$ cat src/rtl/branch.sv
// RI16-form branch unit: decodes relative/absolute/conditional branches, produces the
// next PC and an optional link write, registered with one cycle of latency.
// Build option: define BRANCH_ABS_EN to decode the absolute forms bra and brasl.
module branch (
    input  logic         clk,
    input  logic         reset,
    input  logic [0:127] rt,
    input  logic [0:6]   addr_rt,
    input  logic [0:8]   opcode9,
    input  logic [0:15]  immediate16,
    input  logic [0:31]  PCin,
    output logic [0:138] pipe,
    output logic [0:32]  PCpipe
);

    // No handshake: one instruction is accepted on every rising edge and its result
    // is visible from just after that edge until the next one.

    localparam logic [0:8] OP_BR    = 9'b001100100;
    localparam logic [0:8] OP_BRSL  = 9'b001100110;
    localparam logic [0:8] OP_BRA   = 9'b001100000;
    localparam logic [0:8] OP_BRASL = 9'b001100010;
    localparam logic [0:8] OP_BRZ   = 9'b001000000;
    localparam logic [0:8] OP_BRNZ  = 9'b001000010;
    localparam logic [0:8] OP_BRHZ  = 9'b001000100;
    localparam logic [0:8] OP_BRHNZ = 9'b001000110;

    localparam logic [0:2] LATENCY_TAG = 3'd4;

    typedef enum logic [2:0] {
        COND_ALWAYS,
        COND_WORD_ZERO,
        COND_WORD_NONZERO,
        COND_HALF_ZERO,
        COND_HALF_NONZERO
    } cond_e;

    typedef struct packed {
        logic  known;
        logic  link;
        logic  absolute;
        cond_e cond;
    } decode_t;

    decode_t       dec;
    logic [0:31]   off;
    logic [0:31]   seq_pc;
    logic [0:31]   target_raw;
    logic [0:31]   target;
    logic          word_zero;
    logic          half_zero;
    logic          taken;
    logic [0:138]  pipe_next;
    logic [0:32]   pc_next;
    logic          unused_rt;

    // Only the preferred word is ever inspected.
    assign unused_rt = ^rt[32:127];

    always_comb begin
        dec = '{known: 1'b0, link: 1'b0, absolute: 1'b0, cond: COND_ALWAYS};
        case (opcode9)
            OP_BR:    dec = '{known: 1'b1, link: 1'b0, absolute: 1'b0, cond: COND_ALWAYS};
            OP_BRSL:  dec = '{known: 1'b1, link: 1'b1, absolute: 1'b0, cond: COND_ALWAYS};
`ifdef BRANCH_ABS_EN
            OP_BRA:   dec = '{known: 1'b1, link: 1'b0, absolute: 1'b1, cond: COND_ALWAYS};
            OP_BRASL: dec = '{known: 1'b1, link: 1'b1, absolute: 1'b1, cond: COND_ALWAYS};
`endif
            OP_BRZ:   dec = '{known: 1'b1, link: 1'b0, absolute: 1'b0, cond: COND_WORD_ZERO};
            OP_BRNZ:  dec = '{known: 1'b1, link: 1'b0, absolute: 1'b0, cond: COND_WORD_NONZERO};
            OP_BRHZ:  dec = '{known: 1'b1, link: 1'b0, absolute: 1'b0, cond: COND_HALF_ZERO};
            OP_BRHNZ: dec = '{known: 1'b1, link: 1'b0, absolute: 1'b0, cond: COND_HALF_NONZERO};
            default:  dec = '{known: 1'b0, link: 1'b0, absolute: 1'b0, cond: COND_ALWAYS};
        endcase
    end

    always_comb begin
        off        = {{14{immediate16[0]}}, immediate16, 2'b00};
        seq_pc     = PCin + 32'd4;
        target_raw = dec.absolute ? off : (PCin + off);
        // An unaligned PCin can leave low bits set in a relative target.
        target     = {target_raw[0:29], 2'b00};
        word_zero  = (rt[0:31] == 32'd0);
        half_zero  = (rt[16:31] == 16'd0);

        case (dec.cond)
            COND_ALWAYS:       taken = 1'b1;
            COND_WORD_ZERO:    taken = word_zero;
            COND_WORD_NONZERO: taken = !word_zero;
            COND_HALF_ZERO:    taken = half_zero;
            COND_HALF_NONZERO: taken = !half_zero;
            default:           taken = 1'b0;
        endcase
        taken = taken && dec.known;
    end

    always_comb begin
        pipe_next = '0;
        pc_next   = {seq_pc, 1'b0};
        if (dec.known) begin
            pipe_next[128:130] = LATENCY_TAG;
            pipe_next[132:138] = addr_rt;
            if (dec.link) begin
                pipe_next[0:31] = seq_pc;
                pipe_next[131]  = 1'b1;
            end
            if (taken) begin
                pc_next = {target, 1'b1};
            end
        end
    end

    always_ff @(posedge clk or negedge reset) begin
        if (!reset) begin
            pipe   <= '0;
            PCpipe <= '0;
        end else begin
            pipe   <= pipe_next;
            PCpipe <= pc_next;
        end
    end

endmodule

$ cat config.mk
export PLATFORM = sky130hd
export DESIGN_NAME = branch
export DESIGN_NICKNAME = d
export VERILOG_FILES = /design/src/rtl/branch.sv
export SDC_FILE = /design/constraint.sdc
export NUM_CORES = 1
export LEC_CHECK = 0
export ABC_CLOCK_PERIOD_IN_PS = 800
export BUFFER_PORTS_ARGS = -buffer_cell sky130_fd_sc_hd__buf_2
export CORE_AREA = 8 8 135 137
export CTS_CLUSTER_DIAMETER = 80
export DETAILED_ROUTE_END_ITERATION = 8
export DIE_AREA = 0 0 143 145
export HOLD_SLACK_MARGIN = 0.03
export PLACE_DENSITY = 0.69
export SLEW_MARGIN = 20
export SYNTH_ARGS = -nofsm -noshare
export SYNTH_HDL_FRONTEND = slang
export SYNTH_SLANG_ARGS = --single-unit
$ cat constraint.sdc
create_clock -name clk -period 0.8 [get_ports clk]
set_clock_uncertainty 0.2 [all_clocks]
set_input_delay 0.12 -clock clk [delete_from_list [all_inputs] [get_ports clk]]
set_output_delay 0.12 -clock clk [all_outputs]
set_load 0.01 [all_outputs]
Yosys cells after proc, flatten, opt, wreduce, memory -nomap -nowiden --
Index checks and enable logic that the tools add are counted.
Word-level totals: register bits 76, latch bits 0, memory bits (writable) 0, memory bits (read-only) 0, output and inout bits 172, logic and storage cells 29, memories 0
Operators by class: $add $sub $neg 2, $mul 0, divide/modulo/power cells 0, $lt $le $gt $ge 0, equal/unequal tests 10, shift operators 0, multiplexer cells 9, bitwise operators 0, reductions and logical operators 6
Operators with widths (number):
- 32-bit 2-to-1 mux | 3
- 33-bit 2-to-1 mux | 2
- 9-bit by 7-bit equality test with 1-bit output, second input constant | 6
- 6-bit one-hot mux with 6 select lines | 1
- 32-bit by 3-bit adder with 32-bit output, second input constant | 1
- 32-bit adder | 1
- 32-bit zero test | 1
- 16-bit zero test | 1
- 11-bit 2-to-1 mux | 1
- 3-bit by 2-bit equality test with 1-bit output, second input constant | 2
- 1-bit one-hot mux with 5 select lines | 1
- 3-bit by 1-bit equality test with 1-bit output, second input constant | 1
- 3-bit equality test, second input constant | 1
- 3-bit zero test | 1
- 1-bit zero test | 2
- 1-bit logical AND | 1
- 1-bit 2-to-1 mux | 1

Logic depth before layout (Yosys ltp) --
Gate-level depths: netlist of run 1.
depth after elaboration 7, mapped depth 11, depth with buffers taken out 11

Worst setup path before layout of run 1 --
Ideal clock, no wire load.
path type input-to-reg, start point in immediate16[15] in the netlist's numbering, end point reg PCpipe[3] in the netlist's numbering, library setup time 86 ps, arrival time 2176 ps, data required time 514 ps, path slack -1662 ps, stages 11, cells stage by stage ha_1 -> inv_1 -> fa_1 -> nor2b_1 -> o2111a_1 -> o211ai_2 -> a31oi_2 -> o21ai_2 -> o311a_1 -> o211a_1 -> nor3_1
Between the ends: cells in the longest elaborated chain, start to end 4
RTL lines:
- start, declared | RTL line 10 | input logic [0:15] immediate16,
- 32-bit adder | RTL line 80 | target_raw = dec.absolute ? off : (PCin + off);
- 32-bit 2-to-1 mux | RTL line 80
- 33-bit 2-to-1 mux | RTL line 107 | if (taken) begin
- 33-bit 2-to-1 mux | RTL line 100 | if (dec.known) begin
- named net pc_next (one bit) | RTL line 54 | logic [0:32] pc_next;
- end signal, assigned | RTL line 119 | PCpipe <= pc_next;
- end, declared | RTL line 13 | output logic [0:32] PCpipe
The timed path passes the listed nets, and every way through them passes these cells.

Worst setup path after layout of run 1 --
start point in immediate16[0] in the netlist's numbering, end point reg PCpipe[0] in the netlist's numbering
Between the ends: cells in the longest elaborated chain, start to end 4
RTL lines (RTL line):
- 32-bit adder | 80
- 32-bit 2-to-1 mux * | 80
- 33-bit 2-to-1 mux * | 107
- 33-bit 2-to-1 mux * | 100
- named net pc_next (one bit) | 54
Mark *: on every way through the listed nets, which the timed path passes. The rest lies on a longest branch.

==> results_dict.tcl, run 1 <==
set metrics [dict create \
    fp.dieH_um 145 \
    syn_avg_cell_area_um2 9.07 \
    holdWs_ns -0.202 \
    setup_viol 220 \
    core_area_mm2 0.0162 \
    synth_top_area_share_pct 34.6 \
    synthArstFlopShare_pct 100 \
    grt_setup_unrepaired "yes" \
    critPathSlowestCell "a2111o_1" \
    status "finished, violations left" \
    ant_nets 0 \
    clockBufferDepth 2 \
    num_vias 5467 \
    grt_usage_pct 17.7 \
    crit_required_ns 0.82 \
    setup_ws_ns -1.45 \
    wl_mm 20.8 \
    cellLeakagePower_nw 4.59 \
    antenna_found_initial 3 \
    violations "hold timing, setup timing" \
    crit_start "immediate16[0]" \
    maxSlewViolCount 0 \
    worst_hold_startpoint "addr_rt[2]" \
    synth_area_leaders "dfrtp_1 35%, buf_4 14%, ha_1 7.0%, nor2_1 4.7%, xnor2_1 4.1%" \
    nNetsFinal 1158 \
    synth_edf_count 0 \
    synthFlopType "dfrtp_1" \
    globalplace.congestion 0.838 \
    routedWlPerCell_um 17.9 \
    cp-endpoint "PCpipe[0]" \
    initial_utilization_pct 33.1 \
    cp-end-kind "register" \
    cp_max_fo 7 \
    syn_to_final_growth_pct 80.3 \
    cts_sinks 74 \
    maxCapViolations 0 \
    diodes 0 \
    pre_cts_slack_ns -1.85 \
    finalCritPeriodShare_pct 282 \
    synth_area_mm2 0.00535 \
    min_path_cells 2 \
    h-tree-depth 3 \
    drt_iter0_markers 187 \
    drc 0 \
    period_needed_ns 2.25 \
    port_buffers 171 \
    max_stage_delay_ns 0.43 \
    grt_first_pass_wirelength_mm 29.1 \
    hpwlAfterDp_mm 14.5 \
    critPathLaunchType "input port" \
    cts_tree "built" \
    clk_pin_slew_worst_paths_ns 0.06 \
    ys_warn_count 0 \
    p_per_area_mw_per_mm2 1290 \
    grt_max_degree 37 \
    synth-seq-cells 74 \
    fmax_ghz 0.444 \
    numCtsBuffers 9 \
    firstDrtPassIters 4 \
    synth_cell_types 66 \
    max-vdd-ir-drop_mv 0.924 \
    cts_root_buf "clkbuf_16" \
    vias_per_cell 4.72 \
    synth_top_area_cell "dfrtp_1" \
    path_cells "buf_12 > ha_4 > buf_6 > and4_4 > nand4_1 > nor4b_4 > nor4b_2 > nor2_1 > o21ai_1 > a2111o_1 > xor2_1" \
    num_rows 47 \
    io_pins 366 \
    drive_gt1_share_pct 59.1 \
    grt_pass1_vias 5845 \
    synthCells 590 \
    crit_type "input port to register" \
    cp.arrival_ns 2.27 \
    seq_area_frac_synth_pct 34.6 \
    die_x_um 143 \
    final_hold_viol_count 17 \
    hold_path_class "input port to register" \
    grt-ovfl-total 0 \
    die_area_mm2 0.0207 \
]
## layout make-up
class / count / area [um^2]
sequential: 74 / 1850
clock buffer: 9 / 225
clock inverter: 7 / 100
tap: 220 / 275
timing repair buffer: 346 / 2820
fill: 1271 / 6530
multi-input combinational: 486 / 4300
inverter: 16 / 65.1
## kinds of logic after synthesis
logic type / count (synthesis) / synth area share (%)
compound gates: 105 / 13.6
xor+xnor: 49 / 8.02
fa+ha+maj: 31 / 7.39
buf+inv: 127 / 16.0
flops: 74 / 34.6
mux: 14 / 2.62
other cells: 1 / 0.0701
simple gates: 189 / 17.7
## through the flow
step / cells / utilization (%) / total power, mW / TNS, ns / cell area, um^2
after floorplan: 687 / - / 5.95 / -57.74 / 6140
after global placement: 1091 / 45.6 / 7.00 / -83.36 / 7370
after detailed placement: 1091 / 45.6 / 7.04 / -84.93 / 7370
after CTS: 1134 / 54.3 / 12.0 / -90.33 / 8780
after global routing: 1158 / 59.6 / 13.0 / -106.07 / 9640
final: 1158 / 59.6 / 12.4 / -94.57 / 9640
## Yosys cell counts (5+ instances only)
master    count
buf_4        98
dfrtp_1      74
nor2_1       67
nand2_1      37
a21oi_1      33
ha_1         30
xnor2_1      25
xor2_1       24
nand3_1      16
inv_1        15
mux2i_1      14
o21ai_0      13
nor4_1       11
a21o_1       10
and2_1        9
and3_1        9
clkbuf_1      8
nand2b_1      7
nor3_1        7
nand4_1       6
o21ai_1       6
a31oi_1       5
and4_1        5
o21bai_1      5
or3_1         5
## worst min path at each step
stage,endpoint
after floorplan,PCpipe[0]
after global placement,pipe[30]
after detailed placement,pipe[30]
after CTS,pipe[132]
after global routing,pipe[134]
final,pipe[134]
## flip-flops by register name, summed over array words and instances, names as in the netlist
signal  cells
PCpipe     33
pipe       41
## power by group
| part | switching (mW) | internal (mW) | total (mW) |
|---|---|---|---|
| clock | 1.73 | 2.76 | 4.49 |
| combinational | 2.07 | 1.99 | 4.06 |
| sequential | 0.0426 | 3.84 | 3.89 |
## worst max-delay path: cells and delay by family
kind / cells / cell delay (ns)
compound gates: 2 / 0.53
simple gates: 5 / 0.97
xor+xnor: 1 / 0.15
fa+ha+maj: 1 / 0.28
buf+inv: 2 / 0.22
## timing repair
| item | CTS | global route |
|---|---|---|
| hold buffers | 1 | 1 |
| pin swaps | 95 | 84 |
| gates cloned | 1 | 2 |
| hold endpoints to repair | 113 | 97 |
| endpoints found under the setup margin | 148 | 220 |
| setup buffers | 28 | 28 |
| gates resized for setup | 186 | 135 |
## metal layers
layer / part of all wire [%] / track usage, %
met5: 0.22 / 0
met2: 52 / 31.7
met4: 3.7 / 7.28
met1: 38 / 18.9
met3: 6.5 / 5.15
## cell usage in the layout, fill, tap and decap left out, types with 6 or more instances in the layout
master	instances
buf_4	131
buf_6	75
a21oi_1	16
dfrtp_1	74
a21o_1	10
nor4_4	8
inv_1	13
and3_4	7
clkbuf_16	11
xor2_1	14
o21ai_2	6
nand4_1	6
xnor2_2	10
nand3_1	7
nor2_4	38
nand2_1	30
ha_1	13
ha_4	17
a21oi_2	16
o21ai_0	9
mux2i_1	13
xor2_2	10
and2_4	9
conb_1	98
buf_8	9
buf_2	118
buf_12	9
xnor2_1	13
nor2_1	25
Power figures use the tool's default switching activity.
==> run 2, diff against run 1 <==
--- a/config.mk
+++ b/config.mk
@@ -12,7 +12,7 @@
 export DETAILED_ROUTE_END_ITERATION = 8
 export DIE_AREA = 0 0 143 145
 export HOLD_SLACK_MARGIN = 0.03
-export PLACE_DENSITY = 0.69
+export PLACE_DENSITY = 0.68
 export SLEW_MARGIN = 20
 export SYNTH_ARGS = -nofsm -noshare
 export SYNTH_HDL_FRONTEND = slang
==> run 2 against run 1 <==
Effect of this change:
- the run still ends with hold timing, setup timing left
- clock power is 2% higher
- sequential cell count stayed put
- first-iteration DRC count rose by 26%
- sequential power is essentially flat
- wire length barely moved
- highest routed layer unchanged
- global-route usage grew 1.1 points
- critical path depth is 1 higher
- total power is 2.4% higher
- largest cell class unchanged
- hold slack worse by 0.37 ns
- non-clock buffer count rose by 5
- combinational power is 5% higher
- sequential share of layout area shrank 0.15 points
==> results_dict.tcl, run 2 (synthesis results as in run 1) <==
set metrics [dict create \
    numCtsBuffers 9 \
    cp_top_family "compound AO/OA/AOI/OAI gates" \
    status "finished, violations left" \
    num_vias 5366 \
    grt_max_degree 28 \
    vias_per_cell 4.62 \
    drc 0 \
    final_common_cell "buf_4" \
    hpwlAfterDp_mm 14.6 \
    period_needed_ns 2.17 \
    maxSlewViolCount 0 \
    holdWs_ns -0.570 \
    fp.dieH_um 145 \
    port_buffers 171 \
    violations "hold timing, setup timing" \
    path_cells "buf_6 > ha_4 > inv_2 > fa_2 > nor2b_4 > o2111a_2 > o211ai_2 > a31oi_2 > o21ai_2 > o311a_1 > o211a_1 > nor3_1" \
    pre_cts_slack_ns -1.91 \
    globalplace.congestion 0.838 \
    cp-end-kind "register" \
    hold_path_class "input port to asynchronous set/reset pin" \
    clk_pin_slew_worst_paths_ns 0.06 \
    crit_required_ns 0.85 \
    initial_utilization_pct 33.1 \
    ff_latch_area_mm2 0.00185 \
    io_pins 366 \
    maxCapViolations 0 \
    setup_viol 148 \
    cp_num_buf_inv 2 \
    top_regs "pipe x41, PCpipe x33" \
    fmax_ghz 0.461 \
    h-tree-depth 3 \
    core_area_mm2 0.0162 \
    cellLeakagePower_nw 4.66 \
    cp_max_fo 3 \
    final_hold_viol_count 95 \
    cts_tree "built" \
    firstDrtPassIters 5 \
    die_x_um 143 \
    fin_area_mm2 0.00972 \
    cp.arrival_ns 2.22 \
    syn_to_final_growth_pct 81.7 \
    max-vdd-ir-drop_mv 0.871 \
    antenna_found_initial 2 \
    multi_input_area_mm2 0.00431 \
    cts_root_buf "clkbuf_16" \
    finalCritPeriodShare_pct 271 \
    grt_setup_unrepaired "yes" \
    drive_gt1_share_pct 59.3 \
    grt-ovfl-total 0 \
    wl_mm 20.8 \
    cts_sinks 74 \
    largest_register_ffs 41 \
    diodes 0 \
    final_cell_mix "137 x buf_4, 110 x buf_2, 98 x conb_1, 87 x buf_6, 74 x dfrtp_1" \
    top_register "pipe" \
    die_area_mm2 0.0207 \
    post_dp_cell_area_mm2 0.00735 \
    max_stage_delay_ns 0.36 \
    num_rows 47 \
    clockBufferDepth 2 \
    p_per_area_mw_per_mm2 1310 \
    setup_ws_ns -1.37 \
    routedWlPerCell_um 17.9 \
    fillerInstances 1293 \
    nNetsFinal 1163 \
    drt_iter0_markers 236 \
    critPathLaunchType "input port" \
    grt_pass1_vias 5866 \
    ant_nets 0 \
    crit_type "input port to register" \
    grt_usage_pct 18.8 \
    grt_first_pass_wirelength_mm 30.5 \
    critPathSlowestCell "fa_2" \
]
run 2: cell count changes in the layout (fill, tap and decap cells not counted), sizes merged:
| cell | change |
|---|---|
| buf | +8 |
| clkinv | -2 |
| bufinv | +1 |
| clkbuf | -1 |
| dlygate4sd3 | -1 |
| inv | -1 |
run 2: report_power, final:
group          switching [mW]  internal, mW
Clock                    1.56          3.03
Combinational            2.12          2.13
Sequential             0.0444          3.85
run 2: path summary, 6_finish.rpt:
kind	slack (ns)	end	from	depth (start not counted)
setup / recovery	-1.37	PCpipe[3]	immediate16[15]	12
hold / removal	-0.57	pipe[0]	reset	1
max in group asynchronous	0.58	pipe[14]	reset	2
min in group clk	-0.22	pipe[136]	addr_rt[4]	2
run 2: final cells by class:
cell class	count	share of cell area, %
clock inverters	5	1.07
repair buffers	351	29.7
multi-input cells	486	44.3
well taps	220	2.83
flip-flops and latches	74	19.1
clock buffers	10	2.36
inverters	16	0.670
run 2: repair_timing:
| item | 4_1_cts | 5_1_grt |
|---|---|---|
| endpoints found under the setup margin | 148 | 148 |
| pin swaps | 81 | 75 |
| endpoints found under the hold margin | 114 | 103 |
| buffers inserted | 41 | 27 |
| gates resized for setup | 211 | 116 |
| cloned | 3 | 0 |
run 2: layer usage:
layer | share of wire [%] | wire length, um | up-vias | track usage [%]
met2 | 52 | 10700 | 223 | 33.5
met5 | 0.11 | 23 | - | 0
met4 | 3.3 | 693 | 4 | 5.42
li1 | - | - | 2517 | -
met3 | 6.4 | 1340 | 53 | 5.18
met1 | 39 | 8010 | 2569 | 21.1
run 2: metrics by stage:
stage               utilization, %  power, mW  TNS [ns]  instances
floorplan                        -       5.95    -57.74        687
global placement              45.4       7.04    -83.37       1086
detailed placement            45.4       7.08    -85.01       1086
CTS                           56.0       12.3    -79.82       1142
global route                  60.1       13.3    -88.82       1162
finish                        60.1       12.7    -82.26       1162
